[src/rtl/nn_compute_initiator.sv]
// nn_compute_initiator: launches one inference on the layer sequencer, then scans the ten output scores for the argmax.
// Optional macro NN_INIT_PERF_EN adds the Cycle_count output (RUN-phase length of the last inference).
module nn_compute_initiator #(
   parameter int TIMEOUT_CYCLES = 2047,
   parameter int SCORE_W        = 16
) (
   input  logic                      Clk,
   input  logic                      Reset_n,
   input  logic                      Req_valid,
   output logic                      Req_ready,
   output logic                      Compute,
   input  logic                      R,
   input  logic [2:0]                Layer,
   output logic [3:0]                Score_sel,
   input  logic signed [SCORE_W-1:0] Score,
   output logic                      Result_valid,
   input  logic                      Result_ready,
   output logic [3:0]                Digit,
   output logic signed [SCORE_W-1:0] Max_score,
   output logic                      Timeout
`ifdef NN_INIT_PERF_EN
   ,
   output logic [15:0]               Cycle_count
`endif
);

   localparam int              CNT_W    = $clog2(TIMEOUT_CYCLES + 1);
   localparam logic [CNT_W-1:0] CNT_LAST = CNT_W'(TIMEOUT_CYCLES - 1);

   localparam logic [2:0] IDLE   = 3'd0;
   localparam logic [2:0] RUN    = 3'd1;
   localparam logic [2:0] DRAIN  = 3'd2;
   localparam logic [2:0] SCAN   = 3'd3;
   localparam logic [2:0] RESULT = 3'd4;

   logic [2:0]       state;
   logic [2:0]       state_next;
   logic [CNT_W-1:0] run_cnt;
   logic             seen_l3;
   logic [3:0]       scan_idx;
   logic             run_done;
   logic             run_expired;
   logic             accept;

   assign accept      = (state == IDLE) && Req_valid && R;
   assign run_done    = seen_l3 && (Layer == 3'b000);
   assign run_expired = (run_cnt == CNT_LAST);

   assign Req_ready    = (state == IDLE) && R;
   assign Compute      = (state == RUN);
   assign Result_valid = (state == RESULT);
   assign Score_sel    = ((state == SCAN) && (scan_idx <= 4'd9)) ? scan_idx : 4'd0;

   always_comb begin
      state_next = state;
      case (state)
         IDLE:    if (accept) state_next = RUN;
         RUN:     if (run_done || run_expired) state_next = DRAIN;
         DRAIN:   if (R) state_next = Timeout ? RESULT : SCAN;
         SCAN:    if (scan_idx == 4'd10) state_next = RESULT;
         RESULT:  if (Result_ready) state_next = IDLE;
         default: state_next = IDLE;
      endcase
   end

   // Score arrives one cycle after its address, so scan step k judges class k-1; step 1 seeds the maximum.
   always_ff @(posedge Clk or negedge Reset_n) begin
      if (!Reset_n) begin
         state     <= IDLE;
         run_cnt   <= '0;
         seen_l3   <= 1'b0;
         scan_idx  <= 4'd0;
         Digit     <= 4'd0;
         Max_score <= '0;
         Timeout   <= 1'b0;
      end else begin
         state <= state_next;
         case (state)
            IDLE: begin
               if (accept) begin
                  run_cnt <= '0;
                  seen_l3 <= 1'b0;
                  Timeout <= 1'b0;
               end
            end
            RUN: begin
               run_cnt <= run_cnt + CNT_W'(1);
               if (Layer == 3'b100) seen_l3 <= 1'b1;
               if (run_done) begin
                  Timeout <= 1'b0;
               end else if (run_expired) begin
                  Timeout   <= 1'b1;
                  Digit     <= 4'hF;
                  Max_score <= '0;
               end
            end
            DRAIN: scan_idx <= 4'd0;
            SCAN: begin
               scan_idx <= scan_idx + 4'd1;
               if (scan_idx == 4'd1) begin
                  Digit     <= 4'd0;
                  Max_score <= Score;
               end else if ((scan_idx != 4'd0) && (Score > Max_score)) begin
                  Digit     <= scan_idx - 4'd1;
                  Max_score <= Score;
               end
            end
            default: ;
         endcase
      end
   end

`ifdef NN_INIT_PERF_EN
   logic [15:0] perf_cnt;

   // perf_cnt counts RUN cycles already completed, so the latched length includes the exit cycle.
   always_ff @(posedge Clk or negedge Reset_n) begin
      if (!Reset_n) begin
         perf_cnt    <= 16'd0;
         Cycle_count <= 16'd0;
      end else if (accept) begin
         perf_cnt <= 16'd0;
      end else if (state == RUN) begin
         if (perf_cnt != 16'hFFFF) perf_cnt <= perf_cnt + 16'd1;
         if (state_next == DRAIN) begin
            Cycle_count <= (perf_cnt == 16'hFFFF) ? 16'hFFFF : perf_cnt + 16'd1;
         end
      end
   end
`endif

endmodule

[config.mk]
export PLATFORM = sky130hd
export DESIGN_NAME = nn_compute_initiator
export DESIGN_NICKNAME = d
export VERILOG_FILES = /design/src/rtl/nn_compute_initiator.sv
export SDC_FILE = /design/constraint.sdc
export NUM_CORES = 1
export LEC_CHECK = 0
export BUFFER_PORTS_ARGS = -buffer_cell sky130_fd_sc_hd__buf_2
export CAP_MARGIN = 0
export CORE_ASPECT_RATIO = 1.2
export CORE_MARGIN = 3
export CORE_UTILIZATION = 50
export CTS_CLUSTER_DIAMETER = 150
export DETAILED_ROUTE_END_ITERATION = 8
export PLACE_DENSITY_LB_ADDON = 0.15
export SYNTH_ARGS = -nofsm -noshare
export SYNTH_HDL_FRONTEND = slang
export SYNTH_SLANG_ARGS = --single-unit
export TNS_END_PERCENT = 20
[constraint.sdc]
create_clock -name Clk -period 6.7 [get_ports Clk]
set_clock_uncertainty 0.1 [all_clocks]
set_input_delay 0.67 -clock Clk [delete_from_list [all_inputs] [get_ports Clk]]
set_output_delay 0.67 -clock Clk [all_outputs]
set_load 0.05 [all_outputs]
; After elaboration in Yosys (flattened, before gate mapping)
; Cells that the tools add are included.
[totals]
regBits = 40
output_inout_bits = 28
wordCells = 75
[op_classes]
add_sub_neg = 3
order_cmp = 2
eq_ne = 18
mux = 27
n_reduce_logical = 18
[op_table]
columns = cell, n
row1 = 16-bit two-way mux, 4
row2 = 16-bit case mux with 2 select lines, 1
row3 = 11-bit case mux with 2 select lines, 1
row4 = 4-bit two-way mux, 5
row5 = 3-bit two-way mux, 6
row6 = 16-bit greater-than comparator, 1
row7 = 4-bit case mux with 2 select lines, 2
row8 = 3-bit case mux with 5 select lines, 1
row9 = "11-bit by 1-bit adder with 11-bit output, second input constant", 1
row10 = "11-bit equality test, second input constant", 1
row11 = 11-bit two-way mux, 1
row12 = "2-bit by 1-bit != test with 1-bit output, second input constant", 5
row13 = "3-bit by 2-bit equality test with 1-bit output, second input constant", 2
row14 = "3-bit equality test, second input constant", 2
row15 = 1-bit logical AND, 6
row16 = 3-bit logical NOT, 2
row17 = "2-bit != test, second input constant", 3
row18 = "3-bit by 1-bit != test with 1-bit output, second input constant", 2
row19 = 3-bit AND reduction, 2
row20 = 2-bit nonzero test, 3
row21 = 5-bit AND reduction, 1
row22 = "4-bit by 1-bit adder with 4-bit output, second input constant", 1
row23 = "4-bit by 1-bit equality test with 1-bit output, second input constant", 1
row24 = "4-bit equality test, second input constant", 1
row25 = other kinds (9), 13

; Depth between registers and ports, before layout
; Gate-level depths: netlist (run 1).
[logic_depth]
ltp_word = 5
ltp_mapped = 9
ltp_nobuf = 8

; Least setup slack after synthesis (run 1)
; OpenSTA, ideal clock, no wires.
[synth_timing]
kind = register -> register
startpoint = register Max_score[15]
endpoint = register Max_score[0]
arrival_ns = 2.433
path_slack_ns = 4.046
path_stages_with_launch = 10
path_buffers = 1
path_cell_list = dfrtp_1 -> inv_1 -> ha_1 -> nand4_2 -> nor4_4 -> a22oi_2 -> a21oi_1 -> o32ai_4 -> buf_6 -> a22o_1
[synth_via]
elab_chain_cells = 4
[synth_lines]
columns = item, line
row1 = from (decl), 19  ; output logic signed [SCORE_W-1:0] Max_score,
row2 = from (signal assigned), 102  ; Max_score <= Score;
row3 = from (signal assigned), 105  ; Max_score <= Score;
row4 = 16-bit greater-than comparator, 103  ; end else if ((scan_idx != 4'd0) && (Score > Max_score)) begin
row5 = 1-bit logical AND, 103
row6 = 3-bit by 1-bit != test with 1-bit output (no source line), n/a
row7 = 4-bit AND reduction (no source line), n/a
; Every way passes these cells.
; A chain may end at the register's enable or synchronous reset.

; Final worst setup path (run 1)
[layout_timing]
startpoint = register state[0]
endpoint = output port Compute
[layout_via]
elab_chain_cells = 1
[layout_lines]
columns = item, line
row1 = from (decl), 36  ; logic [2:0] state;
row2 = from (signal assigned), 77  ; state <= state_next;
row3 = 3-bit by 1-bit equality test with 1-bit output, 50  ; assign Compute = (state == RUN);
row4 = to (decl), 11  ; output logic Compute,
; Every way passes these cells.

==> impl_metrics.yaml, run 1 <==
floorplanning:
  design.core.area_sq_mm: 0.00470
  die-area_sq_mm: 0.00583
  die_w_um: 70.2
  start_util: 0.526
  dieHeight_um: 83.0
  rows: 27
  ios: 52
power_and_ir_drop:
  cellPowerDensity_mw_per_mm2: 438
  ir_drop_mv: 0.256
  power.switching_uw: 604
  pwr-share-clk: 0.159
  p_comb_frac: 0.521
  p_sw_frac: 0.483
  internal_power_uw: 648
  power_frac_seq: 0.320
  power.leakage_nw: 1.37
detailed_routing:
  wl_per_cell_um: 14.3
  num_vias: 2084
  drc: 0
  routed_wl_um: 5260
  drt_iter0_drc: 102
  via_per_inst: 5.68
  final_antenna_net_count: 0
  drt-pass1-iter-count: 4
placed_design:
  io_buffers: 51
  dpl_worst_slack_ps: 3660
  place_congestion: 0.789
  dp.final_hpwl_um: 3840
sta:
  rsz0062_at_grt: "false"
  finalHoldViolCount: 0
  slew-limit-headroom: 0.389
  setup-tns-final_ps: 0
  fin_crit_ps: 2770
  worst_slew_pin_slew_ps: 917
  fmax_mhz: 362
  fin_ws_ps: 3930
  drv_slew: 0
  setup_viol: 0
  fin_crit_sh: 0.413
synthesis:
  synthArstFlopShare: 1.00
  synth-edff-count: 0
  ys_ff_latch: 40
  synth-seq-area-share: 0.405
  synth_nets: 304
  synth_top_family_by_area: "compound AO/OA/AOI/OAI gates"
  yosysUniqueCellTypes: 50
  synth_fa_ha_area_frac: 0.111
  netlist_instances: 258
  yosys_warnings: 0
  synthFlopType: "dfrtp_1"
  syn_area_sq_mm: 0.00247
  yosys.area_share.simple: 0.169
  synth_area_per_cell_sq_um: 9.58
  synth-xor-area-share: 0.00354
  synth_mux_area_frac: 0.00405
  synth_compound_area_frac: 0.237
worst_setup_path:
  cp.arrival_ps: 2000
  crit_buf_inv: 2
  reg2regPathDepth: 8
  critical_path_required_ps: 5930
  path_max_fanout: 13
  end_kind: "primary output"
  cp_slowest_cell: "dfrtp_1"
  cp_num_cells: 3
  path_class: "reg -> out"
  critPathTopFamily: "flip-flops"
  cp_cell_sequence: "or3b_1 -> clkinv_1 -> buf_2"
  slowest_delay_ps: 610
  cp-start-kind: "register"
clock_tree:
  cts_sinks: 40
  path_clk_slew_ps: 90
  cts_buffers: 5
  ctsResizeCount: 0
  cts_tree: "done"
  post_cts_buffers: 0
  h-tree-depth: 2
  cts_buffer_depth: 2
  insertion_delay_ps: 290
  cts_hold_buf: 0
  clockRootBuffer: "clkbuf_8"
global_route:
  grt_pass1_vias: 1987
  track_usage: 0.188
  antenna_found_initial: 0
  grt-ovfl-total: 0
  grt_pass1_wl_um: 8910
  grt_max_degree: 41
final_layout:
  drive_gt1_frac: 0.249
  nets: 354
  diodes: 0
  syn2layout_area_growth_pct: 15.6
worst_hold_path:
  hold_class: "in -> async"
run_status:
  status: "completed"
flow_run:
  maxCapViolations: 0
## metrics by stage
step                      hold slack (ps)  cell area [sq um]  power (mW)   util  std cells
after floorplan                       274               2470       0.932      -        258
after global placement                381               2750        1.05  0.585        359
after detailed placement              382               2750        1.06  0.585        359
after CTS                             401               2860        1.26  0.609        367
after global routing                  426               2860        1.35  0.609        367
final                                 401               2860        1.25  0.609        367
## cell usage after synthesis, types with 6 or more instances
cell type  number  area share
ha_1           22        0.11
nand2_1        18       0.027
a21oi_1        21       0.043
o21ai_0        18       0.036
a22o_2          6       0.024
nor2_1         12       0.018
inv_1          31       0.047
nor3_1          8       0.016
a22o_1         11       0.039
nand3_1         8       0.016
dfrtp_1        40        0.41
a31oi_1         6       0.015
nand4_1         7       0.018
## per-layer routing
layer / up-vias / global-route usage / share of wire
met5: - / 0 / 0
met4: 0 / 0.0645 / 0.015
met3: 6 / 0.0496 / 0.053
met2: 52 / 0.329 / 0.50
met1: 976 / 0.219 / 0.43
li1: 1050 / - / -
## worst reg2reg max path: cells and delay by family, from the launching register on
| kind | cells | cell delay (ps) |
|---|---|---|
| buffers and inverters | 1 | 50 |
| adder cells (fa/ha/maj) | 1 | 340 |
| flip-flops | 1 | 380 |
| AND/OR/NAND/NOR | 3 | 720 |
| AO/OA/AOI/OAI | 3 | 1030 |
## state kept, by name, indices dropped and copies added, names as in the netlist
register / flops
Timeout: 1
run_cnt: 11
Digit: 4
state: 3
seen_l3: 1
Max_score: 16
scan_idx: 4
## kinds of logic (layout without fill, tap and decap cells)
| logic type | after synthesis | count (layout) |
|---|---|---|
| flip-flops | 40 | 40 |
| AND/OR/NAND/NOR | 72 | 72 |
| adder cells (fa/ha/maj) | 22 | 22 |
| AO/OA/AOI/OAI | 82 | 82 |
| buffers and inverters | 40 | 91 |
| XOR/XNOR | 1 | 1 |
| multiplexers | 1 | 1 |
## placed cells by master, fill, tap and decap left out, types with 3 or more instances in the layout
master / netlist / layout
nor3_1: 8 / 8
dfrtp_1: 40 / 40
nor2_1: 12 / 12
inv_1: 31 / 31
nand3_1: 8 / 8
o31ai_1: 3 / 3
a22o_2: 6 / 6
buf_2: 3 / 51
a31oi_1: 6 / 6
a21oi_1: 21 / 21
a22o_1: 11 / 11
clkbuf_8: 0 / 5
ha_1: 22 / 22
nand2_1: 18 / 18
nand2b_1: 3 / 3
o21ai_0: 18 / 18
nand4_1: 7 / 7
## cell type report
class	instances	area, sq um
clock buffer	5	68.8
fill	426	1840
inverter	32	120
timing repair buffer	51	255
tap	58	72.6
multi-input combinational	178	1300
clock inverter	3	42.5
sequential	40	1000
## worst paths after layout
check | startpoint | end | slack, ps
setup / recovery | state[0] | Compute | 3930
max in group asynchronous | Reset_n | state[2] | 5530
min in group Clk | run_cnt[10] | run_cnt[10] | 410
hold reg to reg | run_cnt[10] | run_cnt[10] | 410
hold / removal | Reset_n | Max_score[2] | 400
setup reg to reg | Max_score[15] | Max_score[8] | 4020
## power by group through the flow
| stage | clock network, mW | registers (mW) | logic [mW] |
|---|---|---|---|
| 2_1_floorplan | 0 | 0.504 | 0.428 |
| 3_3_place_gp | 0 | 0.401 | 0.648 |
| 3_5_place_dp | 0 | 0.402 | 0.657 |
| 4_1_cts | 0.206 | 0.399 | 0.660 |
| 5_1_grt | 0.214 | 0.411 | 0.723 |
| 6_report | 0.200 | 0.400 | 0.652 |
Note: power is estimated with default switching activity, not from simulation.
==> run 2, diff against run 1 <==
Clock period 6.7 ns to 2.79 ns, I/O delays scaled along.
==> impl_metrics.yaml, run 2 (synthesized netlist as in run 1, its figures left out) <==
run_status:
  status: "finished with violations"
  violations: "hold timing"
sta:
  fin_crit_sh: 0.909
  worst_slew_pin_slew_ps: 879
  slew-limit-headroom: 0.414
  finalHoldViolCount: 1
  rsz0062_at_grt: "false"
  setup-tns-final_ps: 0
  setup_viol: 0
  fin_ws_ps: 254
  drv_slew: 0
  fmax_mhz: 394
  fin_hold_ws_ps: -0.654
  fin_crit_ps: 2540
power_and_ir_drop:
  p_comb_frac: 0.542
  power_frac_seq: 0.305
  power.leakage_nw: 1.40
  p_sw_frac: 0.477
  internal_power_mw: 1.61
  pwr-share-clk: 0.153
  cellPowerDensity_mw_per_mm2: 1060
  power.switching_mw: 1.47
  ir_drop_mv: 0.543
detailed_routing:
  final_antenna_net_count: 0
  drt-pass1-iter-count: 4
  routed_wl_um: 5370
  drc: 0
  wl_per_cell_um: 14.4
  drt_iter0_drc: 68
  via_per_inst: 5.55
  num_vias: 2072
clock_tree:
  path_clk_slew_ps: 80
  ctsResizeCount: 0
  post_cts_buffers: 0
  cts_buffers: 5
  cts_tree: "done"
  cts_hold_buf: 0
  clockRootBuffer: "clkbuf_8"
  h-tree-depth: 2
  cts_sinks: 40
  cts_buffer_depth: 2
  insertion_delay_ps: 300
floorplanning:
  die_w_um: 70.2
  die-area_sq_mm: 0.00583
  ios: 52
  design.core.area_sq_mm: 0.00470
  rows: 27
  start_util: 0.526
  dieHeight_um: 83.0
global_route:
  grt_max_degree: 41
  track_usage: 0.194
  antenna_found_initial: 0
  grt_pass1_vias: 2094
  grt-ovfl-total: 0
  grt_pass1_wl_um: 9370
final_layout:
  multi_input_area_sq_mm: 0.00130
  final_common_cell: "buf_2"
  largest_register_ffs: 16
  fill_cells: 426
  syn2layout_area_growth_pct: 17.3
  most-common-layout-cells: "buf_2, dfrtp_1, inv_1, ha_1, a21oi_1"
  reg_top3: "Max_score x16, run_cnt x11"
  drive_gt1_frac: 0.260
  diodes: 0
  seqCellArea_sq_mm: 0.00100
  nets: 360
  regMostFlops: "Max_score"
worst_setup_path:
  r2r_slack_ps: 250
  cp.arrival_ps: 2620
  critical_path_required_ps: 2880
  path_max_fanout: 12
  reg2regPathDepth: 9
  r2r_end: "Max_score[4]"
  rr_startpoint: "Max_score[15]"
  end_kind: "register"
  cp-start-kind: "register"
  path_class: "reg -> reg"
placed_design:
  place_congestion: 0.773
  io_buffers: 51
  dp.final_hpwl_um: 4050
  dpl_worst_slack_ps: 275
worst_hold_path:
  hold_class: "in -> async"
flow_run:
  maxCapViolations: 0
run 2: cell types whose count changed in the layout (fill, tap and decap cells not counted), sizes merged:
cell and delta:
clkinvlp -1, buf +6, clkbuf +1
run 2: how the worst max path moves through the flow:
stage / start / to / slack (ps) / depth (start not counted)
floorplan: Max_score[15] / Max_score[0] / 140 / 9
global placement: Score[15] / Max_score[7] / 350 / 9
detailed placement: Score[15] / Max_score[6] / 270 / 9
CTS: Max_score[15] / Max_score[4] / 250 / 9
global route: Max_score[15] / Max_score[7] / 60 / 9
finish: Max_score[15] / Max_score[4] / 250 / 9
run 2: power groups by stage:
stage               Clock (mW)  Combinational (mW)  Sequential (mW)
floorplan                    0                1.03             1.21
global placement             0                1.65            0.935
detailed placement           0                1.68            0.944
CTS                      0.480                1.69            0.936
global route             0.499                1.84            0.965
finish                   0.471                1.67            0.937
run 2: cell type report:
cell class / count / area share
repair buffers: 57 / 0.104
inverters: 32 / 0.0414
flip-flops and latches: 40 / 0.345
clock inverters: 2 / 0.0121
multi-input cells: 178 / 0.448
well taps: 58 / 0.0250
clock buffers: 6 / 0.0250
run 2: routing by layer:
metal | vias up | part of all wire | global-route usage
li1 | 1061 | - | -
met4 | 0 | 0.013 | 0.0592
met1 | 962 | 0.43 | 0.236
met2 | 43 | 0.51 | 0.341
met5 | - | 0 | 0
met3 | 6 | 0.047 | 0.0400
run 2: critical path, stage by stage (launching register included):
cell,delay (ps)
dfrtp_1,370
inv_1,50
ha_1,340
nand4_2,180
nor4_4,340
a22oi_2,120
a21oi_1,320
o32ai_4,140
buf_4,200
a22o_2,270
run 2: stage by stage:
| step | cell area, sq um | cells | power (mW) | utilization |
|---|---|---|---|---|
| final | 2900 | 373 | 3.08 | 0.617 |
| after global routing | 2900 | 373 | 3.30 | 0.617 |
| after CTS | 2900 | 373 | 3.10 | 0.617 |
| after detailed placement | 2790 | 365 | 2.62 | 0.594 |
| after global placement | 2790 | 365 | 2.59 | 0.594 |
| after floorplan | 2470 | 258 | 2.24 | - |
==> run 3, diff against run 2 <==
Settings changed: CORE_MARGIN 3 to default, CORE_UTILIZATION 50 to 55, MAX_ROUTING_LAYER from default to met4.
==> impl_metrics.yaml, run 3 (synthesized netlist as in run 1, its figures left out) <==
sta:
  drv_slew: 0
  finalHoldViolCount: 11
  fin_ws_ps: 219
  setup-tns-final_ps: 0
  rsz0062_at_grt: "false"
  setup_viol: 0
  fmax_mhz: 389
  fin_crit_ps: 2570
  fin_hold_ws_ps: -6.33
  fin_crit_sh: 0.921
  worst_slew_pin_slew_ps: 881
  slew-limit-headroom: 0.412
global_route:
  use_met1: 0.281
  track_usage: 0.243
  antenna_found_initial: 0
  grt_pass1_wl_um: 8710
  grt_max_degree: 41
  grt-ovfl-total: 0
  grt_use_met3: 0.0449
  gr-usage-met2: 0.432
  grt_busiest_layer: "met2"
  grt_pass1_vias: 1940
worst_setup_path:
  path_max_fanout: 18
  critPathTopFamily: "compound AO/OA/AOI/OAI gates"
  cp_slowest_cell: "dfrtp_1"
  end_kind: "register"
  cp.arrival_ps: 2650
  critical_path_required_ps: 2870
  path_class: "reg -> reg"
  cp_cell_sequence: "inv_1 -> ha_1 -> nand4_2 -> nor4_4 -> a22oi_2 -> a21oi_1 -> o32ai_4 -> buf_4 -> a22o_2"
  cp-start-kind: "register"
  r2r_slack_ps: 220
  slowest_delay_ps: 370
  crit_buf_inv: 2
final_layout:
  fill_cells: 371
  most-common-layout-cells: "buf_2, dfrtp_1, inv_1, ha_1, a21oi_1"
  regMostFlops: "Max_score"
  syn2layout_area_growth_pct: 16.8
  final_area_sq_mm: 0.00289
  reg_top3: "Max_score x16, run_cnt x11"
  final_common_cell: "buf_2"
  diodes: 0
  drive_gt1_frac: 0.259
  largest_register_ffs: 16
  nets: 358
clock_tree:
  path_clk_slew_ps: 90
  insertion_delay_ps: 300
  clockRootBuffer: "clkbuf_8"
  cts_buffers: 5
  cts_tree: "done"
  ctsResizeCount: 0
  cts_sinks: 40
  cts_buffer_depth: 2
  post_cts_buffers: 0
  h-tree-depth: 2
  cts_hold_buf: 0
placed_design:
  io_buffers: 51
  dpl_worst_slack_ps: 215
  place_area_sq_mm: 0.00277
  place_congestion: 0.860
  dp.final_hpwl_um: 3800
floorplanning:
  die-area_sq_mm: 0.00477
  dieHeight_um: 75.4
  die_w_um: 63.2
  design.core.area_sq_mm: 0.00429
  ios: 52
  start_util: 0.575
  rows: 26
detailed_routing:
  drt_iter0_drc: 114
  via_per_inst: 5.71
  wl_per_cell_um: 13.9
  drt-pass1-iter-count: 4
  num_vias: 2107
  final_antenna_net_count: 0
  drc: 0
  routed_wl_um: 5110
power_and_ir_drop:
  ir_drop_mv: 0.598
  power.leakage_nw: 1.39
  cellPowerDensity_mw_per_mm2: 1060
worst_hold_path:
  hold_class: "in -> async"
run_status:
  violations: "hold timing"
  status: "finished with violations"
flow_run:
  maxCapViolations: 0
==> run 3: cell types whose count changed in the layout (fill, tap and decap cells not counted), sizes merged <==
cell      before  now
buf           57   55
clkbuf         6    5
clkinvlp       0    1
==> run 3: where the power goes <==
part           switching [mW]  total, mW  internal, mW
logic                    1.06       1.63         0.565
registers               0.181      0.943         0.763
clock network           0.215      0.480         0.265
total                    1.46       3.05          1.59
==> run 3: final cells by class <==
| class | count | area [sq um] | share of cell area |
|---|---|---|---|
| clock buffer | 5 | 68.8 | 0.0239 |
| tap | 56 | 70.1 | 0.0243 |
| multi-input combinational | 178 | 1300 | 0.450 |
| sequential | 40 | 1000 | 0.347 |
| inverter | 32 | 120 | 0.0416 |
| clock inverter | 3 | 42.5 | 0.0147 |
| timing repair buffer | 55 | 285 | 0.0989 |
==> run 3: worst paths after layout <==
kind	startpoint	endpoint	cells after the start
max in group asynchronous	Reset_n	run_cnt[10]	1
min reg2reg	run_cnt[10]	run_cnt[10]	1
max	Max_score[15]	Max_score[5]	9
max reg2reg	Max_score[15]	Max_score[5]	9
min	Reset_n	Max_score[13]	1
min in group Clk	Req_valid	seen_l3	2
==> run 3: worst register-to-register path, cell delays in order, from the launching register on <==
cell     delay [ps]
dfrtp_1         370
inv_1            50
ha_1            340
nand4_2         190
nor4_4          350
a22oi_2         130
a21oi_1         300
o32ai_4         130
buf_4           220
a22o_2          280
==> run 3: through the flow <==
stage          hold slack, ps   util  total power, mW  std cells
3_5_place_dp              345  0.646             2.59        361
3_3_place_gp              348  0.646             2.56        361
6_report                -6.33  0.672             3.05        369
5_1_grt                  71.9  0.672             3.30        369
2_1_floorplan            -117      -             2.24        258
4_1_cts                  25.9  0.672             3.07        369
==> run 3: routing by layer <==
metal | routed length, um | part of all wire | vias up
met5 | 0 | 0 | -
met4 | 41 | 0.0080 | 0
met3 | 213 | 0.042 | 2
met2 | 2610 | 0.51 | 54
met1 | 2250 | 0.44 | 998
li1 | - | - | 1053
